===== config.mk =====
export PLATFORM = sky130hd
export DESIGN_NAME = instr_encoder
export DESIGN_NICKNAME = d
export VERILOG_FILES = /design/src/rtl/instr_encoder.sv
export SDC_FILE = /design/constraint.sdc
export NUM_CORES = 1
export LEC_CHECK = 0
export CORE_UTILIZATION = 45
export CTS_CLUSTER_DIAMETER = 60
export DETAILED_ROUTE_END_ITERATION = 8
export PLACE_DENSITY = 0.81
export SETUP_SLACK_MARGIN = 0.5
export SLEW_MARGIN = 20
export SYNTH_ARGS = -nofsm -noshare
export SYNTH_HDL_FRONTEND = slang
export SYNTH_SLANG_ARGS = --single-unit

===== constraint.sdc =====
create_clock -name clk -period 4.8 [get_ports clk]
set_input_delay 0.96 -clock clk [delete_from_list [all_inputs] [get_ports clk]]
set_output_delay 0.96 -clock clk [all_outputs]
set_load 0.05 [all_outputs]

===== src/rtl/instr_encoder.sv =====
// Packs RV-style field sets into 32-bit instruction words, flagging unrepresentable immediates.
// Results queue in a 2-entry FIFO; output is registered, so a request shows one edge after acceptance.
module instr_encoder (
  input  logic        clk,
  input  logic        reset,
  input  logic        in_valid,
  output logic        in_ready,
  input  logic [1:0]  fmt,
  input  logic [6:0]  opcode,
  input  logic [4:0]  rd,
  input  logic [4:0]  rs1,
  input  logic [4:0]  rs2,
  input  logic [2:0]  funct3,
  input  logic [6:0]  funct7,
  input  logic [63:0] imm,
  output logic        out_valid,
  input  logic        out_ready,
  output logic [31:0] out_ins,
  output logic        out_err,
  output logic [15:0] enc_count
);

  localparam logic [1:0] FMT_R  = 2'b00;
  localparam logic [1:0] FMT_I  = 2'b01;
  localparam logic [1:0] FMT_S  = 2'b10;
  localparam logic [1:0] FMT_SB = 2'b11;

  logic [31:0] enc_ins;
  logic        enc_err;
  logic        fits_12;
  logic        fits_13;

  // Sign-extended immediate fits N bits when every bit above N-1 matches the sign bit.
  assign fits_12 = (&imm[63:11]) | ~(|imm[63:11]);
  assign fits_13 = (&imm[63:12]) | ~(|imm[63:12]);

  always_comb begin
    enc_ins = '0;
    enc_err = 1'b0;
    case (fmt)
      FMT_R: begin
        enc_ins = {funct7, rs2, rs1, funct3, rd, opcode};
        enc_err = 1'b0;
      end
      FMT_I: begin
        enc_ins = {imm[11:0], rs1, funct3, rd, opcode};
        enc_err = ~fits_12;
      end
      FMT_S: begin
        enc_ins = {imm[11:5], rs2, rs1, funct3, imm[4:0], opcode};
        enc_err = ~fits_12;
      end
      FMT_SB: begin
        enc_ins = {imm[12], imm[10:5], rs2, rs1, funct3, imm[4:1], imm[11], opcode};
        enc_err = ~fits_13 | imm[0];
      end
      default: begin
        enc_ins = '0;
        enc_err = 1'b0;
      end
    endcase
  end

  logic [32:0] mem_head;
  logic [32:0] mem_tail;
  logic [1:0]  count;
  logic        push;
  logic        pop;

  assign in_ready  = (count < 2'd2);
  assign out_valid = (count != 2'd0);
  assign push      = in_valid & in_ready;
  assign pop       = out_valid & out_ready;
  assign out_ins   = mem_head[32:1];
  assign out_err   = mem_head[0];

  always_ff @(posedge clk or posedge reset) begin
    if (reset) begin
      mem_head  <= '0;
      mem_tail  <= '0;
      count     <= 2'd0;
      enc_count <= 16'd0;
    end else begin
      if (push) begin
        enc_count <= enc_count + 16'd1;
      end
      case ({push, pop})
        2'b10: begin
          if (count == 2'd0) begin
            mem_head <= {enc_ins, enc_err};
          end else begin
            mem_tail <= {enc_ins, enc_err};
          end
          count <= count + 2'd1;
        end
        2'b01: begin
          mem_head <= mem_tail;
          count    <= count - 2'd1;
        end
        2'b11: begin
          // Push can only coincide with pop below full, so the head is replaced or shifted.
          if (count == 2'd1) begin
            mem_head <= {enc_ins, enc_err};
          end else begin
            mem_head <= mem_tail;
            mem_tail <= {enc_ins, enc_err};
          end
        end
        default: begin
        end
      endcase
    end
  end

endmodule


==> impl_results.md <==
* TritonCTS clock tree: done
* Fraction of the yosys area taken by sequential cells at 0.5203
* Critical path cell sequence: clkdlybuf4s50_1, nand2_1, inv_1, ha_1, nand2_1, nand2_1, buf_4, a221oi_1, nor2_1
* Buffer depth of the longest clock path at 2
* # rows at 34
* Min setup slack post-route at 1603 ps
* Number of maximum-capacitance violations at 0
* Total Negative Setup Slacks at 0 ps
* Number of vias per cell after detailed routing at 5.645
* Ports placed on the boundary at 153
* Critical path's largest stage delay at 490 ps
* Die width at just under 100 µm
* Measured slew at the worst slew-check pin at just over 900 ps
* Post-CTS setup buffer count at 0
* Initial antenna violation count at 0
* NetSw at 1657 µW
* Number of buffers inserted during clock tree synthesis at 9
* Total core area at 8721 µm²
* Total wire length at 10850 µm
* Number of nets in the final layout at 638
* Share of final-layout standard cells stronger than drive strength 1 at 0.1243
* Classification of the worst-slack hold path: flip-flop to flip-flop
* Cell with the biggest individual delay on the critical path: sky130_fd_sc_hd__nand2_1
* Count of buffers from port buffering at 152
* Cell Int Power at 1970 µW
* Proportion of power drawn by flip-flops and latches at 0.336
* Worst IR drop on VDD at 0.4858 mV
* Clock input transition at the sequential cells of the worst setup and hold paths at 100 ps
* Source-to-sink clock delay at the later pin of the worst-skew pair at 360 ps
* Post-cts sizing count at 0
* Slew Limit Fails at 0
* Count of flip-flops with a built-in enable after synthesis at 0
* Clock tree root buffer cell: sky130_fd_sc_hd__clkbuf_8
* Count of different cell masters after synthesis at 29
* Number of hold buffers added after CTS at 0
* Effective utilization at floorplan at 0.4633
* Via count at 3607
* Cell family contributing the most delay on the critical path: buffers and inverters
* Yosys synthesis warning count at 0
* Power density over the cells at 616.1 nW/µm²
* Unrepaired setup endpoints after global routing: false
* Vias in the first global route at 3732
* Share of synthesized flip-flops with an asynchronous set or reset at 1.000
* Relative area change from synthesis to final layout at 45.74%
* Deepest level of the CTS H-tree at 3
* DRC violation count after routing at 0
* Area of the die at 9361 µm²
* Remaining global-route overflow at 0
* Maximum number of pins on one net before global-route repair at 53
* Ant. Diodes at 0
* Post-synthesis instance area at 4040 µm²
* Share of power burned in the clock network at 0.129
* Clock net sink count at 84
* Final hold vios at 0
* Cell repeated most along the worst path: sky130_fd_sc_hd__nand2_1
* Period utilisation layout at 0.6660
* Final-report setup violation count at 0
* Share of total power in combinational logic at 0.534
* Half-perimeter wire length of the detailed placement result at ~8200 µm
* Pre-antenna DRT Iters at 5
* Period minus WS final at 3197 ps
* Buf+Inv Stages, Crit Path at 3
* Crit-path max FO at 21
* Number of DRC violations after detailed-routing iteration 0 at roughly 160
* Highest clock frequency the design can meet at between 300 and 400 MHz
* Required time reported for the critical path endpoint at about 5000 ps
* Net count of the mapped netlist at 487
* Wirelength per Cell at ~17 µm
* Critical Setup Path Class: primary input to flip-flop
* Last weighted congestion value of the routability-driven placer at about 0.90
* Clock Skew at 7.631 ps
* Gr usage total at 0.2374
* Die height at 96.75 µm
* CP endpoint kind: flip-flop
* Arrival time worst endpoint at 3440 ps
* Switching Fraction at 0.4569
* Flop and latch count out of synthesis at 84
* Category of the worst setup path launch point: primary input
* Flip-flop cell with the highest count after synthesis: sky130_fd_sc_hd__dfrtp_1
* Worst relative slew slack at 0.3834
* Global-route wire length before repair at 17900 µm
* Leak Pwr at 0.002407 µW
* Place WS at 1290 ps
* Final antenna-violating net count at 0
* Synthesized area per cell at 10.77 µm²
* Run status: completed
* Synthesized instance count at 375
## layout make-up
class,instances,area (µm²)
clock buffers,9,123.9
clock inverters,7,58.81
fillers,664,2833
inverters,11,42.54
multi-input cells,262,1847
flip-flops and latches,84,2102
well taps,108,135.1
repair buffers,158,1579
## final timing paths
path | cells after the start | end | slack [ps] | from
worst max-delay path | 9 | mem_head[20] | 1600 | out_ready
worst min-delay path | 1 | enc_count[15] | 480 | enc_count[15]
worst max register to register | 11 | mem_head[20] | 1700 | count[1]
worst min register to register | 1 | enc_count[15] | 480 | enc_count[15]
max in group asynchronous | 3 | mem_head[14] | 2800 | reset
min in group asynchronous | 2 | enc_count[4] | 1060 | reset
## cells in the mapped netlist, types with 2 or more instances
cell type                   n  area, µm²
sky130_fd_sc_hd__nand2_1   17      63.81
sky130_fd_sc_hd__mux2_2    35      394.1
sky130_fd_sc_hd__dfrtp_1   84       2102
sky130_fd_sc_hd__nor2b_1    2      12.51
sky130_fd_sc_hd__ha_1      10      125.1
sky130_fd_sc_hd__nor4_1    12      75.07
sky130_fd_sc_hd__nor3_1     2      10.01
sky130_fd_sc_hd__a211oi_1   2      15.01
sky130_fd_sc_hd__o21ai_0    7      35.03
sky130_fd_sc_hd__a221oi_1  30      262.8
sky130_fd_sc_hd__nand3_1    6      30.03
sky130_fd_sc_hd__nand4_1   20      125.1
sky130_fd_sc_hd__inv_1     11      41.29
sky130_fd_sc_hd__a22o_1    14      122.6
sky130_fd_sc_hd__nor4_2     3      37.54
sky130_fd_sc_hd__xnor2_1   14      122.6
sky130_fd_sc_hd__mux2i_1    2      20.02
sky130_fd_sc_hd__a21oi_1    7      35.03
sky130_fd_sc_hd__clkbuf_1  18      67.56
sky130_fd_sc_hd__nor2_1    68      255.2
sky130_fd_sc_hd__xor2_1     3      26.28
## metrics by stage
stage	util	cells	cell area, µm²	hold slack (ps)	power (µW)
after global placement	0.6542	623	5705	462.6	3109
final	0.6752	639	5888	481.1	3628
after detailed placement	0.6542	623	5705	472.7	3170
after floorplan	-	375	4040	450.7	2485
after CTS	0.6752	639	5888	491.4	3639
after global routing	0.6752	639	5888	499.6	3833
## logic make-up after synthesis
| logic type | after synthesis | synth area share |
|---|---|---|
| flops | 84 | 0.5203 |
| mux | 37 | 0.1025 |
| buf+inv | 29 | 0.02694 |
| simple gates | 134 | 0.1579 |
| compound gates | 64 | 0.1245 |
| fa+ha+maj | 10 | 0.03097 |
| xor+xnor | 17 | 0.03686 |
## cell usage in the layout (no fill, tap or decap), types with 9 or more instances in the layout
cell type                         count
sky130_fd_sc_hd__mux2_2              35
sky130_fd_sc_hd__a22o_1              14
sky130_fd_sc_hd__nor2_1              67
sky130_fd_sc_hd__ha_1                10
sky130_fd_sc_hd__clkbuf_8             9
sky130_fd_sc_hd__xnor2_1             14
sky130_fd_sc_hd__inv_1               10
sky130_fd_sc_hd__nor4_1              12
sky130_fd_sc_hd__clkdlybuf4s50_1    152
sky130_fd_sc_hd__nand4_1             20
sky130_fd_sc_hd__a221oi_1            30
sky130_fd_sc_hd__dfrtp_1             84
sky130_fd_sc_hd__nand2_1             17
## routing by layer
| metal | routed length (µm) | GRT usage |
|---|---|---|
| met4 | 216 | 0.07463 |
| met5 | 0 | 0 |
| met1 | 4595 | 0.3026 |
| met2 | 5364 | 0.3938 |
| met3 | 670 | 0.06431 |
## registers in the layout, summed over array words and instances (netlist names)
register,count
count,2
enc_count,16
mem_head,33
mem_tail,33
## power groups by stage
stage	logic, µW	clock network [µW]	registers [µW]
finish	1940	469	1220
global route	2060	513	1260
CTS	1950	474	1220
detailed placement	1940	0	1230
global placement	1890	0	1220
floorplan	713	0	1770
Power figures use the tool's default switching activity.
